===== config.mk =====
export PLATFORM = sky130hd
export DESIGN_NAME = uart_byte_tx
export DESIGN_NICKNAME = d
export VERILOG_FILES = /design/src/rtl/uart_byte_tx_pkg.sv /design/src/rtl/uart_byte_tx_baud_tick_gen.sv /design/src/rtl/uart_byte_tx.sv
export SDC_FILE = /design/constraint.sdc
export NUM_CORES = 1
export LEC_CHECK = 0
export CAP_MARGIN = 20
export CORE_UTILIZATION = 40
export CTS_CLUSTER_DIAMETER = 30
export DETAILED_ROUTE_END_ITERATION = 12
export SYNTH_ARGS = -nofsm -noshare
export SYNTH_HDL_FRONTEND = slang
export SYNTH_SLANG_ARGS = --single-unit

===== constraint.sdc =====
create_clock -name clock -period 5.9 [get_ports clock]
set_clock_uncertainty 0.05 [all_clocks]
set_input_delay 0.59 -clock clock [delete_from_list [all_inputs] [get_ports clock]]
set_output_delay 0.59 -clock clock [all_outputs]
set_load 0.005 [all_outputs]

===== src/rtl/uart_byte_tx_pkg.sv =====
// Shared UART definitions: FSM state encoding and the default baud divisor.
// A future receiver is expected to import the same package.
package uart_byte_tx_pkg;

    typedef enum logic [2:0] {
        ST_IDLE  = 3'd0,
        ST_START = 3'd1,
        ST_DATA  = 3'd2,
        ST_STOP  = 3'd3,
        ST_DONE  = 3'd4
    } uart_state_e;

    // 50 MHz system clock divided down to 115200 baud.
    localparam int UART_CLKS_PER_BIT_115200 = 434;

endpackage


===== src/rtl/uart_byte_tx_baud_tick_gen.sv =====
// Baud counter: counts 0..CLKS_PER_BIT-1 and flags the last cycle of each bit.
// A held clear keeps the count at zero so the next bit starts fresh.
module baud_tick_gen #(
    parameter int CLKS_PER_BIT = 434
) (
    input  logic clock,
    input  logic reset,
    input  logic clear,
    output logic tick
);

    localparam int CW = (CLKS_PER_BIT > 1) ? $clog2(CLKS_PER_BIT) : 1;
    localparam logic [CW-1:0] LAST = CW'(CLKS_PER_BIT - 1);

    logic [CW-1:0] cnt_q;
    logic [CW-1:0] cnt_d;

    always_comb begin
        tick  = (cnt_q == LAST);
        cnt_d = cnt_q + CW'(1);
        if (clear || tick) begin
            cnt_d = '0;
        end
    end

    always_ff @(posedge clock) begin
        if (reset) begin
            cnt_q <= '0;
        end else begin
            cnt_q <= cnt_d;
        end
    end

endmodule


===== src/rtl/uart_byte_tx.sv =====
// 8-N-1 UART transmitter: one frame per rising edge of sendready, one-cycle
// ready pulse once the stop bit has fully left the pin.
module uart_byte_tx
    import uart_byte_tx_pkg::*;
#(
    parameter int CLKS_PER_BIT = UART_CLKS_PER_BIT_115200
) (
    input  logic        clock,
    input  logic        reset,
    input  logic [7:0]  datain,
    input  logic        sendready,
    output logic        tx,
    output logic        ready,
    output logic        busy,
    output uart_state_e dbg_state
);

    // Handshake: a rising edge of sendready seen in IDLE is accepted and
    // datain is captured on that edge; edges seen in any other state are
    // dropped. ready pulses for one cycle when the frame is complete.

    uart_state_e state_q, state_d;
    logic [7:0]  shift_q, shift_d;
    logic [2:0]  bit_idx_q, bit_idx_d;
    logic        sr_q, sr_d;
    logic        tx_q, tx_d;
    logic        ready_q, ready_d;
    logic        busy_q, busy_d;
    logic        req;
    logic        tick;
    logic        baud_clear;

    assign req        = sendready & ~sr_q;
    assign baud_clear = (state_q == ST_IDLE) || (state_q == ST_DONE);

    baud_tick_gen #(
        .CLKS_PER_BIT(CLKS_PER_BIT)
    ) u_baud (
        .clock (clock),
        .reset (reset),
        .clear (baud_clear),
        .tick  (tick)
    );

    // Outputs are computed from the next state so they change on the same
    // edge as the state, keeping tx aligned with the bit boundaries.
    always_comb begin
        state_d   = state_q;
        shift_d   = shift_q;
        bit_idx_d = bit_idx_q;
        sr_d      = sendready;
        tx_d      = tx_q;
        ready_d   = 1'b0;
        busy_d    = busy_q;
        case (state_q)
            ST_IDLE: begin
                tx_d   = 1'b1;
                busy_d = 1'b0;
                if (req) begin
                    shift_d   = datain;
                    bit_idx_d = 3'd0;
                    state_d   = ST_START;
                    tx_d      = 1'b0;
                    busy_d    = 1'b1;
                end
            end
            ST_START: begin
                if (tick) begin
                    state_d = ST_DATA;
                    tx_d    = shift_q[0];
                end
            end
            ST_DATA: begin
                if (tick) begin
                    shift_d   = {1'b0, shift_q[7:1]};
                    bit_idx_d = bit_idx_q + 3'd1;
                    if (bit_idx_q == 3'd7) begin
                        state_d = ST_STOP;
                        tx_d    = 1'b1;
                    end else begin
                        tx_d = shift_q[1];
                    end
                end
            end
            ST_STOP: begin
                if (tick) begin
                    state_d = ST_DONE;
                    ready_d = 1'b1;
                    tx_d    = 1'b1;
                end
            end
            ST_DONE: begin
                state_d = ST_IDLE;
                busy_d  = 1'b0;
                tx_d    = 1'b1;
            end
            default: begin
                state_d = ST_IDLE;
                busy_d  = 1'b0;
                tx_d    = 1'b1;
            end
        endcase
    end

    always_ff @(posedge clock) begin
        if (reset) begin
            state_q   <= ST_IDLE;
            shift_q   <= 8'h00;
            bit_idx_q <= 3'd0;
            sr_q      <= 1'b0;
            tx_q      <= 1'b1;
            ready_q   <= 1'b0;
            busy_q    <= 1'b0;
        end else begin
            state_q   <= state_d;
            shift_q   <= shift_d;
            bit_idx_q <= bit_idx_d;
            sr_q      <= sr_d;
            tx_q      <= tx_d;
            ready_q   <= ready_d;
            busy_q    <= busy_d;
        end
    end

    assign tx        = tx_q;
    assign ready     = ready_q;
    assign busy      = busy_q;
    assign dbg_state = state_q;

endmodule


==> results_dict.tcl, run 1 <==
set metrics [dict create \
    h-tree-depth 1 \
    yosysUniqueCellTypes 33 \
    end_kind "register" \
    maxCapViolCount 0 \
    dp_worst_setup_slack_ns 3.11 \
    place_inst 166 \
    rows 19 \
    drtPass1Iterations 8 \
    mostFrequentLayoutCell "dfxtp_1" \
    initial_core_util_pct 43.5 \
    hold_path.class "register to register" \
    worstSetupEndpoint "shift_q[7]" \
    cts-buffers-inserted 3 \
    viasPerCell 5.68 \
    slowest_stage "nor3b_2" \
    crit_start "dbg_state[1]" \
    powerDensity_mw_per_mm2 215 \
    worst_pin_slew_ns 0.879 \
    cts_root_buffer "clkbuf_4" \
    critPathKind "register to register" \
    postSynthAreaPerCell_um2 9.77 \
    hold_violations 0 \
    drc 1 \
    violations "design-rule violations" \
    cts_resized 0 \
    clock_latency_ns 0.33 \
    clockBufferDepth 2 \
    die_w_um 57.7 \
    gp_congestion 0.760 \
    dp_hpwl_um 1610 \
    vias 965 \
    syn_area_mm2 0.00124 \
    wirelength_um 2280 \
    setup-tns-final_ns 0 \
    synth_cells 127 \
    setup_viol 0 \
    grt_max_degree 20 \
    yosys_warnings 0 \
    antenna_found_initial 0 \
    fin_crit_ns 2.81 \
    grt_pass1_vias 853 \
    r2r-start "dbg_state[1]" \
    wl_per_cell_um 13.4 \
    grt_use_total_pct 14.8 \
    grt_pass1_wl_um 3830 \
    crit_path_cell_trace "nor3b_2 -> or4b_1 -> and2_1 -> a31o_1" \
    postCtsSetupBuffers 0 \
    crit_path_max_fanout 11 \
    dieHeight_um 57.7 \
    rrSetupSlack_ns 3.09 \
    required_ns 6.09 \
    status "finished with violations" \
    numClockSinks 27 \
    synth_seq_area_share_pct 43.5 \
    area_growth_pct 14.5 \
    max_freq_ghz 0.355 \
    overflow 0 \
    drv_slew 0 \
    rsz0062_at_grt "no" \
    dieArea_mm2 0.00333 \
    port_buffers 16 \
    synth_nets 142 \
    final_cell_mix "dfxtp_1 (27), clkdlybuf4s50_1 (16), nor2_1 (15)" \
    layout.cells.non_filler 170 \
    layout-drive-gt1-share_pct 9.35 \
    relSlewSlack_pct 41.1 \
    total_power_uw 306 \
    drt_iter0_markers 32 \
    setup_ws_ns 3.09 \
    fin_crit_sh_pct 47.7 \
    power.leakage_uw 0.000499 \
    irDropWorstVdd_v 0.000104 \
    diodes 0 \
    r2r-end "shift_q[7]" \
    ys_seq_elements 27 \
    cts_tree "done" \
    clk_pin_slew_ns 0.15 \
    finish.utilization_pct 49.8 \
    crit_path_start_kind "register" \
    cp.arrival_ns 3.00 \
    placeableCoreArea_mm2 0.00285 \
    reg2reg_depth 4 \
    ios 17 \
    ctsHoldBuffers 0 \
    max_stage_delay_ns 0.78 \
    ant_nets 0 \
    nNetsFinal 155 \
]
-- power by group --
part	leakage (uW)	total, uW	internal (uW)	switching [uW]
Combinational	0.000265	31.1	15.8	15.3
Sequential	0.000220	192	188	3.95
Clock	0.0000139	82.5	25.9	56.5
-- worst min path at each step --
stage	start	to	slack (ns)	cells after the start
floorplan	u_baud.cnt_q[0]	u_baud.cnt_q[0]	0.38	1
global placement	u_baud.cnt_q[0]	u_baud.cnt_q[0]	0.39	1
detailed placement	busy	busy	0.40	2
CTS	busy	busy	0.43	2
global route	shift_q[7]	shift_q[7]	0.47	1
finish	busy	busy	0.43	2
-- metal layers --
layer	part of all wire [%]	GRT usage (%)	up-vias
li1	-	-	483
met1	51	21.1	462
met2	45	22.6	16
met3	3.1	2.01	4
met4	1.7	6.12	0
met5	0	0	-
-- sequential cells by signal, indices dropped and copies added, names as in the netlist --
register / cells
u_baud.cnt_q: 9
busy: 1
shift_q: 8
tx: 1
ready: 1
bit_idx_q: 3
sr_q: 1
dbg_state: 3
-- cell families after synthesis --
| logic type | synth area share, % |
|---|---|
| flops | 43.5 |
| fa+ha+maj | 4.03 |
| buf+inv | 4.84 |
| xor+xnor | 5.65 |
| mux | 6.45 |
| compound gates | 11.6 |
| simple gates | 23.9 |
-- cell usage after synthesis --
master	n	area, um^2
buf_6	2	22.5
a31o_1	2	17.5
o31ai_2	7	87.6
ha_1	4	50.1
or4b_1	1	10.0
or3_1	1	6.26
nand2_1	3	11.3
mux2i_1	8	80.1
nor4_1	2	12.5
xor2_1	3	26.3
nor3b_1	2	15.0
o311a_1	1	10.0
nand4b_1	1	8.76
o21ai_0	1	5.00
nand3_1	6	30.0
buf_4	1	7.51
nand4_1	8	50.1
nand2b_1	2	12.5
or2_2	1	6.26
dfxtp_1	27	541
and2_1	2	12.5
nor2_1	15	56.3
clkinv_1	1	3.75
nor3_1	4	20.0
inv_1	2	7.51
nor2b_1	1	6.26
or4_1	1	7.51
xnor2_1	5	43.8
nor3b_2	1	12.5
a311oi_1	1	8.76
and3_1	3	18.8
a21oi_1	3	15.0
clkbuf_1	5	18.8
-- per-stage QoR --
step / instance area [um^2] / hold slack [ns]
floorplan: 1240 / 0.380
global placement: 1390 / 0.394
detailed placement: 1390 / 0.405
CTS: 1420 / 0.430
global route: 1420 / 0.467
finish: 1420 / 0.427
-- critical path: cells and delay by family (launching register included) --
| family | cells | cell delay, ns |
|---|---|---|
| flip-flops | 1 | 0.52 |
| AO/OA/AOI/OAI | 1 | 0.28 |
| AND/OR/NAND/NOR | 3 | 1.88 |
-- layout make-up --
type	instances	area, um^2
repair buffers	16	160
well taps	31	38.8
multi-input cells	89	641
clock inverters	1	7.51
inverters	3	11.3
flip-flops and latches	27	541
fillers	272	1430
clock buffers	3	22.5
No activity file was read; power rests on OpenSTA's default activity.
==> run 2, diff against run 1 <==
clock period = 2.4 ns   (was 5.9 ns; I/O delays follow)
==> results_dict.tcl, run 2 (synthesized netlist as in run 1, its figures left out) <==
set metrics [dict create \
    ant_nets 0 \
    cp.arrival_ns 2.17 \
    ios 17 \
    area_growth_pct 16.6 \
    clockBufferDepth 2 \
    overflow 0 \
    fillers 296 \
    clock_latency_ns 0.32 \
    internal_power_uw 570 \
    mostFrequentLayoutCell "dfxtp_1" \
    drc 1 \
    reg.largest.list "u_baud.cnt_q x9, shift_q x8" \
    regArea_um2 541 \
    dieHeight_um 57.7 \
    wl_per_cell_um 13.0 \
    switchingPower_uw 177 \
    total_power_uw 747 \
    maxCapViolCount 0 \
    crit_path_start_kind "register" \
    placeableCoreArea_mm2 0.00285 \
    setup_viol 0 \
    vias 950 \
    pwr-share-seq_pct 63.3 \
    rsz0062_at_grt "no" \
    rrSetupSlack_ns 0.41 \
    critPathKind "register to register" \
    largest_reg_flops 9 \
    grt_pass1_vias 897 \
    wirelength_um 2260 \
    irDropWorstVdd_v 0.000284 \
    setup-tns-final_ns 0 \
    layout-drive-gt1-share_pct 11.2 \
    end_kind "register" \
    powerDensity_mw_per_mm2 516 \
    cts_root_buffer "clkbuf_4" \
    dieArea_mm2 0.00333 \
    cts-buffers-inserted 3 \
    fin_crit_sh_pct 82.9 \
    clockPowerShare_pct 26.1 \
    dp_hpwl_um 1690 \
    p_comb_share_pct 10.6 \
    grt_max_degree 15 \
    final_cell_mix "dfxtp_1 (27), clkdlybuf4s50_1 (16), nor2_1 (15)" \
    required_ns 2.58 \
    die_w_um 57.7 \
    max_freq_ghz 0.503 \
    power.leakage_uw 0.000519 \
    fin_crit_ns 1.99 \
    grt_pass1_wl_um 3910 \
    hold_violations 0 \
    antenna_found_initial 0 \
    regMostFlops "u_baud.cnt_q" \
    relSlewSlack_pct 53.4 \
    cts_tree "done" \
    port_buffers 16 \
    drv_slew 0 \
    grt_use_total_pct 15.0 \
    status "finished with violations" \
    drt_iter0_markers 14 \
    crit_path_max_fanout 11 \
    ctsHoldBuffers 0 \
    clk_pin_slew_ns 0.14 \
    h-tree-depth 1 \
    multi_input_area_um2 641 \
    rows 19 \
    hold_path.class "register to register" \
    initial_core_util_pct 43.5 \
    violations "design-rule violations" \
    postCtsSetupBuffers 0 \
    worst_pin_slew_ns 0.693 \
    viasPerCell 5.46 \
    numClockSinks 27 \
    cts_resized 0 \
    nNetsFinal 159 \
    drtPass1Iterations 7 \
    diodes 0 \
    gp_congestion 0.744 \
    p_sw_share_pct 23.7 \
    holdWs_ns 0.432 \
]
run 2: cell count changes in the layout (fill, tap and decap cells not counted):
cell        delta
clkinvlp_4     -1
clkbuf_1       +1
buf_4          +4
run 2: power groups by stage:
stage | clock (uW) | combinational, uW | sequential [uW]
2_1_floorplan | 0 | 46.5 | 481
3_3_place_gp | 0 | 78.4 | 482
3_5_place_dp | 0 | 79.0 | 483
4_1_cts | 206 | 79.4 | 473
5_1_grt | 223 | 85.7 | 475
6_report | 195 | 78.8 | 473
run 2: final cells by class:
class                      instances  area share [%]
sequential                        27            37.3
multi-input combinational         89            44.3
inverter                           3           0.778
clock buffer                       4            1.82
tap                               31            2.68
timing repair buffer              20            13.1
run 2: critical path, cell delays in order (launching register included):
cell     delay (ns)
dfxtp_1        0.52
nor3b_2        0.24
or4b_1         0.47
and2_1         0.33
a31o_1         0.28
run 2: routing by layer:
layer,global-route usage [%],up-vias,part of all wire [%]
met3,4.69,2,3.2
met1,21.1,446,50
met2,22.8,11,46
li1,-,491,-
met5,0,-,0
met4,3.06,0,0.84
run 2: final timing paths:
kind,to,startpoint,cells past startpoint
max,shift_q[7],dbg_state[1],4
min,bit_idx_q[1],bit_idx_q[1],2
max reg2reg,shift_q[7],dbg_state[1],4
min reg2reg,bit_idx_q[1],bit_idx_q[1],2
run 2: metrics by stage:
stage	area (um^2)	setup slack, ns	cells	utilization, %
final	1450	0.411	174	50.7
after global routing	1450	0.297	174	50.7
after CTS	1450	0.419	174	50.7
after detailed placement	1420	0.420	170	49.8
after global placement	1420	0.439	170	49.8
after floorplan	1240	0.479	127	-
